[config.mk]
export PLATFORM = sky130hd
export DESIGN_NAME = zone_position_tracker_flat
export DESIGN_NICKNAME = d
export VERILOG_FILES = /design/src/rtl/zone_position_tracker_if.sv /design/src/rtl/zone_position_tracker.sv /design/src/flat_wrapper.sv
export SDC_FILE = /design/constraint.sdc
export NUM_CORES = 1
export LEC_CHECK = 0
export CORE_MARGIN = 2
export CORE_UTILIZATION = 40
export DETAILED_ROUTE_END_ITERATION = 8
export SYNTH_ARGS = -nofsm -noshare
export SYNTH_HDL_FRONTEND = slang
export SYNTH_SLANG_ARGS = --single-unit
[constraint.sdc]
create_clock -name CLOCK_50 -period 7.7 [get_ports CLOCK_50]
set_input_delay 2.31 -clock CLOCK_50 [delete_from_list [all_inputs] [get_ports CLOCK_50]]
set_output_delay 2.31 -clock CLOCK_50 [all_outputs]
set_load 0.005 [all_outputs]
[src/rtl/zone_position_tracker_if.sv]
// rtl/zone_position_tracker_if.sv - pixel-in / zone-out bundle for zone_position_tracker
// oRoi_hit exists only when ZONE_TRACKER_ROI_EN is defined.
interface zone_position_tracker_if #(
    parameter int PIX_W  = 8,
    parameter int CNT_W  = 17,
    parameter int ZONE_W = 3
);
    logic [10:0]       iX;
    logic [10:0]       iY;
    logic [PIX_W-1:0]  iPix;
    logic              iValid;
    logic [ZONE_W-1:0] oZone;
    logic              oZone_valid;
    logic [CNT_W-1:0]  oWin_count;
    logic              oFrame_done;
    logic              oOverrun;
`ifdef ZONE_TRACKER_ROI_EN
    logic              oRoi_hit;
`endif

    modport master (
        output iX, iY, iPix, iValid,
        input  oZone, oZone_valid, oWin_count, oFrame_done, oOverrun
`ifdef ZONE_TRACKER_ROI_EN
        , input oRoi_hit
`endif
    );

    modport slave (
        input  iX, iY, iPix, iValid,
        output oZone, oZone_valid, oWin_count, oFrame_done, oOverrun
`ifdef ZONE_TRACKER_ROI_EN
        , output oRoi_hit
`endif
    );
endinterface

[src/rtl/zone_position_tracker.sv]
// rtl/zone_position_tracker.sv - per-strip bright-pixel counter with debounced winning zone
// Optional row window and oRoi_hit enabled by ZONE_TRACKER_ROI_EN.
module zone_position_tracker #(
    parameter int               H_ACTIVE      = 640,
    parameter int               V_ACTIVE      = 480,
    parameter int               NUM_ZONES     = 8,
    parameter int               PIX_W         = 8,
    parameter logic [PIX_W-1:0] THRESH        = PIX_W'(200),
    parameter int               CNT_W         = 17,
    parameter int               MIN_COUNT     = 64,
    parameter int               STABLE_FRAMES = 3,
`ifdef ZONE_TRACKER_ROI_EN
    parameter int               ROI_Y0        = 0,
    parameter int               ROI_Y1        = V_ACTIVE - 1,
`endif
    parameter int               ZONE_W        = $clog2(NUM_ZONES)
) (
    input  logic                     CLOCK_50,
    input  logic                     resetn,
    zone_position_tracker_if.slave   bus
);
    localparam int               ZONE_PIX = H_ACTIVE / NUM_ZONES;
    localparam int               STAB_W   = $clog2(STABLE_FRAMES + 1);
    localparam logic [CNT_W-1:0] CNT_MAX  = '1;

    typedef enum logic [1:0] {IDLE, ACCUM, EVAL, DECIDE} state_t;

    state_t            r_state;
    state_t            w_state_next;

    logic [CNT_W-1:0]  r_live   [NUM_ZONES];
    logic [CNT_W-1:0]  r_shadow [NUM_ZONES];
    logic [ZONE_W-1:0] r_scan;
    logic [ZONE_W-1:0] r_max_idx;
    logic [CNT_W-1:0]  r_max;
    logic [ZONE_W-1:0] r_cand;
    logic [STAB_W-1:0] r_stab;
    logic [STAB_W-1:0] r_absent;
    logic [ZONE_W-1:0] r_zone;
    logic              r_zone_valid;
    logic [CNT_W-1:0]  r_win_count;
    logic              r_frame_done;
    logic              r_overrun;

    logic [ZONE_W-1:0] w_zone;
    logic              w_in_frame;
    logic              w_hit;
    logic              w_boundary;
    logic              w_snapshot;
    logic              w_restart;
    logic              w_present;
    logic [ZONE_W-1:0] w_cand_next;
    logic [STAB_W-1:0] w_stab_next;
    logic [STAB_W-1:0] w_absent_next;

    // Constant-threshold compare chain instead of a divider.
    always_comb begin
        w_zone = '0;
        for (int z = 1; z < NUM_ZONES; z++) begin
            if (int'(bus.iX) >= z * ZONE_PIX)
                w_zone = ZONE_W'(z);
        end
    end

    always_comb begin
        w_in_frame = (int'(bus.iX) < H_ACTIVE) && (int'(bus.iY) < V_ACTIVE);
`ifdef ZONE_TRACKER_ROI_EN
        w_in_frame = w_in_frame && (int'(bus.iY) >= ROI_Y0) && (int'(bus.iY) <= ROI_Y1);
`endif
        w_hit      = bus.iValid && w_in_frame && (bus.iPix > THRESH);
        w_boundary = bus.iValid && (bus.iX == 11'd0) && (bus.iY == 11'd0);
        w_snapshot = w_boundary && (r_state == ACCUM);
        w_restart  = w_boundary && ((r_state == ACCUM) || (r_state == IDLE));
    end

    always_comb begin
        w_state_next = r_state;
        case (r_state)
            IDLE:    if (w_boundary) w_state_next = ACCUM;
            ACCUM:   if (w_boundary) w_state_next = EVAL;
            EVAL:    if (r_scan == ZONE_W'(NUM_ZONES - 1)) w_state_next = DECIDE;
            DECIDE:  w_state_next = ACCUM;
            default: w_state_next = IDLE;
        endcase
    end

    always_comb begin
        w_present     = int'(r_max) >= MIN_COUNT;
        w_cand_next   = r_cand;
        w_stab_next   = r_stab;
        w_absent_next = r_absent;
        if (w_present) begin
            w_absent_next = '0;
            if (r_max_idx == r_cand) begin
                if (r_stab != STAB_W'(STABLE_FRAMES))
                    w_stab_next = r_stab + 1'b1;
            end else begin
                w_cand_next = r_max_idx;
                w_stab_next = STAB_W'(1);
            end
        end else begin
            w_stab_next = '0;
            if (r_absent != STAB_W'(STABLE_FRAMES))
                w_absent_next = r_absent + 1'b1;
        end
    end

    always_ff @(posedge CLOCK_50) begin
        if (!resetn)
            r_state <= IDLE;
        else
            r_state <= w_state_next;
    end

    always_ff @(posedge CLOCK_50) begin
        if (!resetn) begin
            for (int z = 0; z < NUM_ZONES; z++) begin
                r_live[z]   <= '0;
                r_shadow[z] <= '0;
            end
            r_scan       <= '0;
            r_max_idx    <= '0;
            r_max        <= '0;
            r_cand       <= '0;
            r_stab       <= '0;
            r_absent     <= '0;
            r_zone       <= '0;
            r_zone_valid <= 1'b0;
            r_win_count  <= '0;
            r_frame_done <= 1'b0;
            r_overrun    <= 1'b0;
        end else begin
            // The boundary pixel itself opens the new frame, so it lands in the cleared bank.
            for (int z = 0; z < NUM_ZONES; z++) begin
                if (w_restart)
                    r_live[z] <= (w_hit && (w_zone == ZONE_W'(z))) ? CNT_W'(1) : '0;
                else if (w_hit && (w_zone == ZONE_W'(z)) && (r_live[z] != CNT_MAX))
                    r_live[z] <= r_live[z] + 1'b1;
                if (w_snapshot)
                    r_shadow[z] <= r_live[z];
            end

            r_frame_done <= 1'b0;
            r_overrun    <= w_boundary && ((r_state == EVAL) || (r_state == DECIDE));

            case (r_state)
                ACCUM: begin
                    if (w_snapshot) begin
                        r_scan    <= '0;
                        r_max     <= '0;
                        r_max_idx <= '0;
                    end
                end
                EVAL: begin
                    // Strict compare keeps the lowest index on ties.
                    if (r_shadow[r_scan] > r_max) begin
                        r_max     <= r_shadow[r_scan];
                        r_max_idx <= r_scan;
                    end
                    r_scan <= r_scan + 1'b1;
                end
                DECIDE: begin
                    r_cand       <= w_cand_next;
                    r_stab       <= w_stab_next;
                    r_absent     <= w_absent_next;
                    r_win_count  <= r_max;
                    r_frame_done <= 1'b1;
                    if (w_present && (w_stab_next == STAB_W'(STABLE_FRAMES))) begin
                        r_zone       <= w_cand_next;
                        r_zone_valid <= 1'b1;
                    end else if (!w_present && (w_absent_next == STAB_W'(STABLE_FRAMES))) begin
                        r_zone_valid <= 1'b0;
                    end
                end
                default: ;
            endcase
        end
    end

`ifdef ZONE_TRACKER_ROI_EN
    logic r_roi_hit;

    always_ff @(posedge CLOCK_50) begin
        if (!resetn)
            r_roi_hit <= 1'b0;
        else if (w_restart)
            r_roi_hit <= w_hit;
        else if (w_hit)
            r_roi_hit <= 1'b1;
    end

    assign bus.oRoi_hit = r_roi_hit;
`endif

    assign bus.oZone       = r_zone;
    assign bus.oZone_valid = r_zone_valid;
    assign bus.oWin_count  = r_win_count;
    assign bus.oFrame_done = r_frame_done;
    assign bus.oOverrun    = r_overrun;
endmodule

[src/flat_wrapper.sv]
// flat-port wrapper written by rule: the top's interface ports become plain ports
module zone_position_tracker_flat 
#(
    parameter int               H_ACTIVE      = 640,
    parameter int               V_ACTIVE      = 480,
    parameter int               NUM_ZONES     = 8,
    parameter int               PIX_W         = 8,
    parameter logic [PIX_W-1:0] THRESH        = PIX_W'(200),
    parameter int               CNT_W         = 17,
    parameter int               MIN_COUNT     = 64,
    parameter int               STABLE_FRAMES = 3,

    parameter int               ZONE_W        = $clog2(NUM_ZONES)
)
  (CLOCK_50, resetn, bus_iX, bus_iY, bus_iPix, bus_iValid, bus_oZone, bus_oZone_valid, bus_oWin_count, bus_oFrame_done, bus_oOverrun);
  zone_position_tracker_if #(.PIX_W(PIX_W), .CNT_W(CNT_W), .ZONE_W(ZONE_W)) bus_i ();
  input  logic CLOCK_50;
  input  logic resetn;
  input wire logic [$bits(bus_i.iX)-1:0] bus_iX;
  input wire logic [$bits(bus_i.iY)-1:0] bus_iY;
  input wire logic [$bits(bus_i.iPix)-1:0] bus_iPix;
  input wire logic [$bits(bus_i.iValid)-1:0] bus_iValid;
  output wire logic [$bits(bus_i.oZone)-1:0] bus_oZone;
  output wire logic [$bits(bus_i.oZone_valid)-1:0] bus_oZone_valid;
  output wire logic [$bits(bus_i.oWin_count)-1:0] bus_oWin_count;
  output wire logic [$bits(bus_i.oFrame_done)-1:0] bus_oFrame_done;
  output wire logic [$bits(bus_i.oOverrun)-1:0] bus_oOverrun;
  assign bus_i.iX = bus_iX;
  assign bus_i.iY = bus_iY;
  assign bus_i.iPix = bus_iPix;
  assign bus_i.iValid = bus_iValid;
  assign bus_oZone = bus_i.oZone;
  assign bus_oZone_valid = bus_i.oZone_valid;
  assign bus_oWin_count = bus_i.oWin_count;
  assign bus_oFrame_done = bus_i.oFrame_done;
  assign bus_oOverrun = bus_i.oOverrun;
  zone_position_tracker #(.H_ACTIVE(H_ACTIVE), .V_ACTIVE(V_ACTIVE), .NUM_ZONES(NUM_ZONES), .PIX_W(PIX_W), .THRESH(THRESH), .CNT_W(CNT_W), .MIN_COUNT(MIN_COUNT), .STABLE_FRAMES(STABLE_FRAMES), .ZONE_W(ZONE_W)) u_core (.CLOCK_50(CLOCK_50), .resetn(resetn), .bus(bus_i));
endmodule
Word-level counts from Yosys, hierarchy flattened
Memories as Yosys holds them, arrays and structs flattened. A register that Yosys moved wholly into a read port is not among the register bits.
Index checks and enable logic that the tools add are counted.
- bits in registers: 55
- memory bits (writable): 272
- input port bits: 33
- output and inout port bits: 23
- logic and storage cells: 231
- memories kept: 2
- memories (name ; depth ; bits a word ; read ports ; clocked after Yosys merged registers in ; wr ports ; RTL line ; source):
    u_core.r_live ; 8 ; 17 ; 8 ; 0 ; 8 ; zone_position_tracker.sv:31 ; logic [CNT_W-1:0] r_live [NUM_ZONES];
    u_core.r_shadow ; 8 ; 17 ; 1 ; 1 ; 8 ; zone_position_tracker.sv:32 ; logic [CNT_W-1:0] r_shadow [NUM_ZONES];
- $add $sub $neg: 11
- $lt $le $gt $ge: 12
- equal/unequal tests: 29
- multiplexer cells: 101
- bitwise logic cells: 24
- reduce and logical (&&, ||, !) cells: 40
- operator list (cell ; number):
    $mux 17 ; 26
    $add 17x1->17 const B ; 8
    $ne 17x17->1 const B ; 8
    $mux 1 ; 51
    $pmux 17 s2 ; 1
    $ge 11x9->1 const B ; 3
    $mux 3 ; 10
    $logic_and 1x1->1 ; 26
    $or 1x1->1 ; 24
    $ge 11x8->1 const B ; 2
    $logic_not 11->1 ; 2
    $mux 2 ; 10
    $ge 17x7->1 const B ; 1
    $gt 17x17->1 ; 1
    $eq 3x3->1 const B ; 5
    $pmux 3 s2 ; 2
    $ge 11x10->1 const B ; 1
    $ge 11x7->1 const B ; 1
    $lt 11x10->1 const B ; 1
    $lt 11x9->1 const B ; 1
    $eq 2x2->1 const B ; 4
    $gt 8x8->1 const B ; 1
    $ne 2x1->1 const B ; 4
    $pmux 2 s4 ; 1
    other kinds (14) ; 23

Longest topological paths before layout
Gate-level depths: netlist (run 1).
- depth in word-level cells: 16
- gate-level depth with buffers: 12
- depth with buffers taken out: 9

Worst setup path before layout (run 1)
No wires, ideal clock.
- kind: input to register
- from: input port bus_iX[9]
- to: memory u_core.r_shadow[0][0], enable pin
- library setup time: 500 ps
- data arrival time: 6505 ps
- data required time: 7200 ps
- setup slack: 695 ps
- cell stages on the path: 5
- buffers on the path: 0
- cell sequence: or4_1 > or4_4 > nor3_2 > nand2_1 > nand2_1
- RTL lines (what ; RTL line ; source):
    from (decl) ; flat_wrapper.sv:19 ; input wire logic [$bits(bus_i.iX)-1:0] bus_iX;
    to (decl) ; zone_position_tracker.sv:32 ;

==> results of run 1 <==
-- routing by layer --
layer  global-route usage [%]  wire length [um]  vias up
met3                     3.42              2080       48
li1                         -                 -     4812
met2                     26.8             16000      246
met5                        0                13        -
met4                     5.05               820        2
met1                     24.1             16300     4780
-- area by class of cell --
class                           instances  share of cell area [%]
Clock buffer                           54                    5.93
Tap cell                              525                    3.60
Sequential cell                       330                    51.1
Multi-Input combinational cell        878                    34.2
Timing Repair Buffer                   68                    3.62
Clock inverter                         11                   0.398
Inverter                               52                    1.07
-- power breakdown --
group	switching [mW]	internal, mW	total, mW
Clock	0.708	0.981	1.69
Combinational	0.103	0.0727	0.175
Sequential	0.0460	1.98	2.03
Total	0.856	3.04	3.89
-- worst register-to-register path: cells and delay by family (launching register included) --
family | cells | cell delay (ps)
flops | 1 | 310
mux | 2 | 1020
fa+ha+maj | 1 | 330
simple gates | 1 | 110
buf+inv | 1 | 510
compound gates | 5 | 1720
-- state kept, by name (all words and copies together) (netlist names), named ones only --
register                count
u_core.bus.oFrame_done      1
u_core.bus.oOverrun         1
u_core.bus.oWin_count      17
u_core.bus.oZone            3
u_core.bus.oZone_valid      1
u_core.r_absent             2
u_core.r_cand               3
u_core.r_live             136
u_core.r_max               17
u_core.r_max_idx            3
u_core.r_scan               3
u_core.r_shadow           136
u_core.r_stab               2
u_core.r_state              2
-- synth_stat cells, types with 4 or more instances --
master and count:
clkbuf_1 23, mux2i_1 28, edfxtp_1 272, and2_1 135, and3_1 40, nand2b_1 7
nor2_1 193, xnor2_1 49, o31a_2 4, xor2_1 63, ha_1 39, nor3_1 11
nor4_1 9, a22o_1 20, buf_2 9, mux4_2 34, nand2_1 51, mux2_2 16
o21ai_0 7, nor2b_1 8, a21oi_1 19, nand3_1 61, and4_1 6, inv_1 52
a211oi_1 4, clkbuf_2 8, nand4_1 20, buf_6 8, dfxtp_1 58, buf_1 9
a31oi_1 4, or2_2 4
-- final timing paths --
path                                    startpoint                   end  slack (ps)  cells past startpoint
worst max register to register            register       u_core.r_max[7]        3650                     10
worst max-delay path                     bus_iX[9]  u_core.r_live[0][19]        1820                      7
worst min register to register  u_core.r_absent[0]    u_core.r_absent[0]         490                      2
worst min-delay path            u_core.r_absent[0]    u_core.r_absent[0]         490                      2
-- kinds of logic (layout without fill, tap and decap cells) --
family | after synthesis | in the layout
and+or+nand+nor | 566 | 566
DFF | 330 | 330
buffers and inverters | 115 | 185
xor gates and xnor gates | 112 | 112
AOI/OAI and AO/OA | 83 | 83
muxes | 78 | 78
adders and majority gates | 39 | 39
-- layout by cell type, fill, tap and decap left out, types with 3 or more instances in the layout --
master / n
a211oi_1: 4
a21oi_1: 19
a22o_1: 20
a31oi_1: 4
and2_1: 135
and3_1: 39
and4_1: 6
buf_4: 12
clkbuf_1: 10
clkbuf_16: 40
clkdlybuf4s50_1: 55
clkinv_2: 5
dfxtp_1: 57
edfxtp_1: 272
ha_1: 39
inv_1: 52
inv_4: 3
mux2_2: 16
mux2i_1: 28
mux4_2: 34
nand2_1: 50
nand2b_1: 7
nand3_1: 61
nand4_1: 20
nor2_1: 193
nor2b_1: 8
nor3_1: 11
nor4_1: 9
o21ai_0: 6
o21bai_1: 3
o31a_2: 4
or2_2: 4
or3_1: 3
or4_1: 3
xnor2_1: 49
xor2_1: 63
==> results.cfg, run 1 <==
[drt]
viasPerCell = 5.16
drtPass1Iterations = 5
ant_nets = 0
num_vias = 9888
drc = 0
wire_per_inst_um = 18.4
drtIter0Drc = 800
drt-total-wl_um = 35200

[global_routing]
gr-total-overflow = 0
grt_pass1_wl_um = 55100
grt_pass1_vias = 9574
grt_max_degree = 103
track_usage_pct = 17.1
antenna_found_initial = 1

[place]
hpwl_um = 24700
place_ws_ps = 1370
place_area_um2 = 17100
port_buffers = 55
place_inst = 1853
gp_congestion = 0.770

[cells_and_area]
register_area_um2 = 9330
final_cell_area_um2 = 18200
area_growth_pct = 13.1
num-nets-final = 1439
fin_cells = 1918
num-fill-cells = 3559
multi_input_area_um2 = 6250
n_antenna_cell = 0
layout-drive-gt1-share_pct = 10.4
finish.utilization_pct = 45.9

[logic_synthesis]
netlist_area_um2 = 16100
netlist_instances = 1323
ys.flop_type = edfxtp_1
ys.warnings.count = 0
synth.avg_cell_area_um2 = 12.2
synth_edf_count = 272
synth-seq-cells = 330
synth_top_cell_by_area = edfxtp_1
synth_seq_area_share_pct = 57.8
yosysUniqueCellTypes = 67
synth_compound_area_share_pct = 3.86
muxShareOfSynthArea_pct = 7.60
synthArstFlopShare_pct = 0
synth_area_leaders = edfxtp_1 51%, dfxtp_1 7.2%, and2_1 5.2%
synth_adder_area_share_pct = 3.03
synth_top_family_by_area = simple AND/OR/NAND/NOR gates
postSynthNetCount = 1395
synth_top_area_share_pct = 50.6
synth-simple-area-share_pct = 18.0
synthXorXnorAreaFrac_pct = 6.08

[floorplan]
num_rows = 73
ioPinCount = 56
die-area_um2 = 41900
dieWidth_um = 205
die_h_um = 205
core_area_um2 = 39700
start_util_pct = 40.6

[timing]
max_freq_mhz = 170
worst_pin_slew_ps = 910
clock_skew_ps = 21.8
holdWs_ps = 490
slew_viol_final = 0
finalHoldViolations = 0
period_needed_ps = 5880
final.setup.tns_ps = 0
min_period_over_period_pct = 76.3
timing.final.ws_setup_ps = 1820
max_slew_margin_pct = 39.3
setup_viol = 0
rsz0062_at_grt = false

[critical_path]
crit_type = input port to register
cp_top_family = simple AND/OR/NAND/NOR gates
worstSetupStartpointType = input port
cp.required_ps = 7790
path_buf_inv = 1
arrival_ps = 5970
slowest_stage = or4_1
path_cells = clkdlybuf4s50_1 > or4_1 > or4_4 > or3_4 > o21ai_4 > or4b_1 > nand2_1
endpoint_kind = register
slowest_delay_ps = 660
path_max_fanout = 17

[clocking]
numClockSinks = 330
clk_pin_slew_worst_paths_ps = 60
clock_tree.root_cell = clkbuf_16
postCtsHoldBufs = 0
cts_tree = done
cts-resized-gates = 0
cts_made_buffers = 37
cts_max_level = 2
cts_max_path_buffers = 3
postCtsSetupRepairBufs = 0
insertion_delay_ps = 530

[hold_path]
hp-class = register to register

[outcome]
outcome = finished clean

[power]
leakage_nw = 6.37
p_per_area_nw_per_um2 = 213
ir_drop_mv = 0.122
p_total_mw = 3.89

[flow_run]
maxCapViolations = 0
No activity file was read; power rests on OpenSTA's default activity.
==> run 2: changes to the inputs <==
Clock period 7.7 ns to 5.3 ns, I/O delays scaled along.
==> run 2 against run 1 <==
Against the previous run: power up 49%; sequential share of layout area is 0.77 points lower; wire length rose by 1.8%; largest cell class unchanged; die area is the same; sequential cell count stayed put; critical path type unchanged; largest power group unchanged; register-to-register slack got worse by 2700 ps; count of clock-buffer cells in the layout shrank 4; non-clock buffer count up 20; clock power rose by 53%; cell area is 1.5% higher.
==> results.cfg, run 2 (synthesis results as in run 1) <==
[outcome]
outcome = finished clean

[clocking]
insertion_delay_ps = 530
postCtsSetupRepairBufs = 0
postCtsHoldBufs = 0
cts_tree = done
clk_pin_slew_worst_paths_ps = 60
cts_max_level = 2
clock_tree.root_cell = clkbuf_16
numClockSinks = 330
cts_made_buffers = 37
cts_max_path_buffers = 3
cts-resized-gates = 0

[critical_path]
path_max_fanout = 17
arrival_ps = 4870
cp.required_ps = 5510
crit_type = input port to register
endpoint_kind = register
worstSetupStartpointType = input port

[floorplan]
num_rows = 73
die-area_um2 = 41900
start_util_pct = 40.6
core_area_um2 = 39700
ioPinCount = 56
die_h_um = 205
dieWidth_um = 205

[drt]
wire_per_inst_um = 18.5
num_vias = 10100
viasPerCell = 5.18
drc = 0
drtPass1Iterations = 5
drtIter0Drc = 787
ant_nets = 0
drt-total-wl_um = 35800

[timing]
clock_skew_ps = 14.7
setup_viol = 0
worst_pin_slew_ps = 1250
finalHoldViolations = 0
min_period_over_period_pct = 87.9
period_needed_ps = 4660
final.setup.tns_ps = 0
rsz0062_at_grt = false
max_freq_mhz = 215
slew_viol_final = 0
max_slew_margin_pct = 15.3

[hold_path]
hp-class = register to register

[global_routing]
gr-total-overflow = 0
antenna_found_initial = 1
grt_pass1_wl_um = 55900
track_usage_pct = 17.3
grt_max_degree = 41
grt_pass1_vias = 9831

[cells_and_area]
num-nets-final = 1459
final_cell_mix = 272 x edfxtp_1, 193 x nor2_1, 135 x and2_1
final_cell_area_um2 = 18500
area_growth_pct = 14.8
finish.utilization_pct = 46.6
final_common_cell = edfxtp_1
top_regs = u_core.r_live x136, u_core.r_shadow x136
layout-drive-gt1-share_pct = 11.7
fin_cells = 1941

[place]
place_area_um2 = 17300
place_inst = 1873
port_buffers = 55
hpwl_um = 25100
gp_congestion = 0.824

[power]
leakage_nw = 6.51
p_per_area_nw_per_um2 = 313
ir_drop_mv = 0.180
p_total_mw = 5.79

[flow_run]
maxCapViolations = 0
==> run 2: critical path, stage by stage <==
cell,delay (ps)
clkdlybuf4s50_1,610
o21ai_0,260
o311ai_0,490
nor4_1,560
nand3b_1,310
or4_2,670
nand2_1,110
buf_4,250
==> run 2: power by group <==
group | switching [mW] | internal (mW) | leakage [nW]
Sequential | 0.0690 | 2.88 | 3.27
Clock | 1.02 | 1.55 | 0.605
Combinational | 0.151 | 0.112 | 2.64
==> run 2: layout make-up <==
cell class / count / area, um^2
clock inverters: 17 / 161
well taps: 525 / 657
repair buffers: 88 / 861
fillers: 3557 / 21200
inverters: 52 / 195
diodes: 1 / 2.50
flip-flops and latches: 330 / 9330
clock buffers: 50 / 1060
multi-input cells: 878 / 6260
==> run 2: worst paths after layout <==
check                      startpoint                   end  slack (ps)  cells past startpoint
setup reg to reg             register       u_core.r_max[2]         920                     11
hold / removal    u_core.bus.oZone[2]   u_core.bus.oZone[2]         490                      2
setup / recovery            bus_iX[9]  u_core.r_live[0][16]         640                      8
hold reg to reg   u_core.bus.oZone[2]   u_core.bus.oZone[2]         490                      2
==> run 2: per-layer routing <==
layer  GRT usage, %  up-vias  routed length (um)
li1               -     4858                   -
met1           25.1     4913               17100
met2           26.4      226               16000
met3           2.78       55                1720
met4           5.85        0                1020
met5              0        -                   0
==> run 2: metrics by stage <==
stage          setup slack, ps  hold WS, ps
3_3_place_gp               227          473
6_report                   644          494
2_1_floorplan              302          463
5_1_grt                    435          522
3_5_place_dp               164          486
4_1_cts                    700          501
==> run 3: changes to the inputs <==
Settings changed: CORE_ASPECT_RATIO from default to 1.75, CORE_MARGIN 2 to default, GPL_ROUTABILITY_DRIVEN from default to 0.
==> run 3 against run 2 <==
Against the previous run: final cell count fell by 2.7%; die area fell by 1.9%; hold slack worse by 5.3 ps; combinational power decreased by 2%; power is 8.1% lower; via count fell by 1.9%; wire length down 3.0%; largest cell class unchanged.
==> results.cfg, run 3 (synthesis results as in run 1) <==
[outcome]
outcome = finished clean

[timing]
worst_pin_slew_ps = 822
rsz0062_at_grt = false
holdWs_ps = 489
final.setup.tns_ps = 0
finalHoldViolations = 0
max_slew_margin_pct = 45.2
min_period_over_period_pct = 81.7
period_needed_ps = 4330
timing.final.ws_setup_ps = 968
setup_viol = 0
clock_skew_ps = 12.8
max_freq_mhz = 231
slew_viol_final = 0

[global_routing]
track_usage_pct = 17.4
grt_pass1_wl_um = 55600
gr-total-overflow = 0
antenna_found_initial = 0
grt_pass1_vias = 9934
grt_max_degree = 47

[critical_path]
cp.required_ps = 5590
path_max_fanout = 16
endpoint_kind = register
worstSetupStartpointType = input port
crit_type = input port to register
rr_endpoint = u_core.r_max[15]
arrival_ps = 4620
ff2ff_path_depth = 11
reg2reg_slack_ps = 1460

[floorplan]
ioPinCount = 56
start_util_pct = 40.4
core_area_um2 = 39900
die-area_um2 = 41200
dieWidth_um = 154
num_rows = 97
die_h_um = 268

[clocking]
cts_max_path_buffers = 3
cts-resized-gates = 0
insertion_delay_ps = 560
postCtsHoldBufs = 0
clock_tree.root_cell = clkbuf_16
cts_max_level = 1
postCtsSetupRepairBufs = 0
cts_made_buffers = 29
cts_tree = done
clk_pin_slew_worst_paths_ps = 70
numClockSinks = 330

[place]
hpwl_um = 25600
port_buffers = 55
place_ws_ps = 390

[hold_path]
hp-class = register to register
min_from = u_core.r_absent[0]
holdPathStages = 2
hold_end = u_core.r_absent[0]

[cells_and_area]
finish.utilization_pct = 45.5
top_regs = u_core.r_live x136, u_core.r_shadow x136
n_antenna_cell = 0
final_cell_mix = 272 x edfxtp_1, 193 x nor2_1, 135 x and2_1
num-fill-cells = 3575
area_growth_pct = 12.5
num-nets-final = 1444
final_common_cell = edfxtp_1
layout-drive-gt1-share_pct = 10.8

[power]
ir_drop_mv = 0.202
p_per_area_nw_per_um2 = 293
leakage_nw = 6.35
p_total_mw = 5.32

[drt]
drc = 0
drtPass1Iterations = 4
viasPerCell = 5.22
ant_nets = 0
num_vias = 9863
wire_per_inst_um = 18.4
drtIter0Drc = 649
drt-total-wl_um = 34800

[flow_run]
maxCapViolations = 0
-- run 3: layer usage --
layer | vias to the layer above | GRT usage [%] | part of all wire, %
li1 | 4813 | - | -
met5 | - | 0 | 0
met3 | 45 | 2.01 | 3.6
met2 | 178 | 31.6 | 52
met4 | 0 | 6.05 | 2.8
met1 | 4827 | 21.1 | 42
-- run 3: how the worst max path moves through the flow --
| stage | from | endpoint | cells after the start |
|---|---|---|---|
| finish | bus_iX[9] | u_core.r_live[0][55] | 7 |
| global placement | bus_iX[9] | u_core.r_live[0][57] | 7 |
| floorplan | bus_iX[9] | u_core.r_shadow[0][0] | 5 |
| detailed placement | bus_iX[9] | u_core.r_live[0][55] | 7 |
| CTS | bus_iX[9] | u_core.r_live[0][55] | 7 |
| global route | bus_iX[8] | u_core.r_live[0][41] | 7 |
-- run 3: final cells by class --
class                           instances  area (um^2)  share of cell area [%]
Clock buffer                           34          796                    4.38
Multi-Input combinational cell        878         6260                    34.5
Tap cell                              495          619                    3.41
Clock inverter                         19          148                   0.813
Sequential cell                       330         9330                    51.4
Inverter                               52          195                    1.08
Timing Repair Buffer                   81          808                    4.45
-- run 3: critical path, stage by stage --
cell	delay, ps
clkdlybuf4s50_1	520
or4_1	560
or4_4	550
or3_4	400
o21ai_4	300
or4_1	560
nor2_1	130
-- run 3: stage by stage --
step	instances	area, um^2
floorplan	1323	16100
global placement	1836	17200
detailed placement	1836	17200
CTS	1889	18200
global route	1889	18200
finish	1889	18200
-- run 3: power breakdown --
group | switching, mW | internal (mW) | total (mW) | leakage, nW
clock network | 0.951 | 1.17 | 2.12 | 0.477
logic | 0.149 | 0.109 | 0.258 | 2.60
registers | 0.0628 | 2.88 | 2.94 | 3.27
total | 1.16 | 4.16 | 5.32 | 6.35
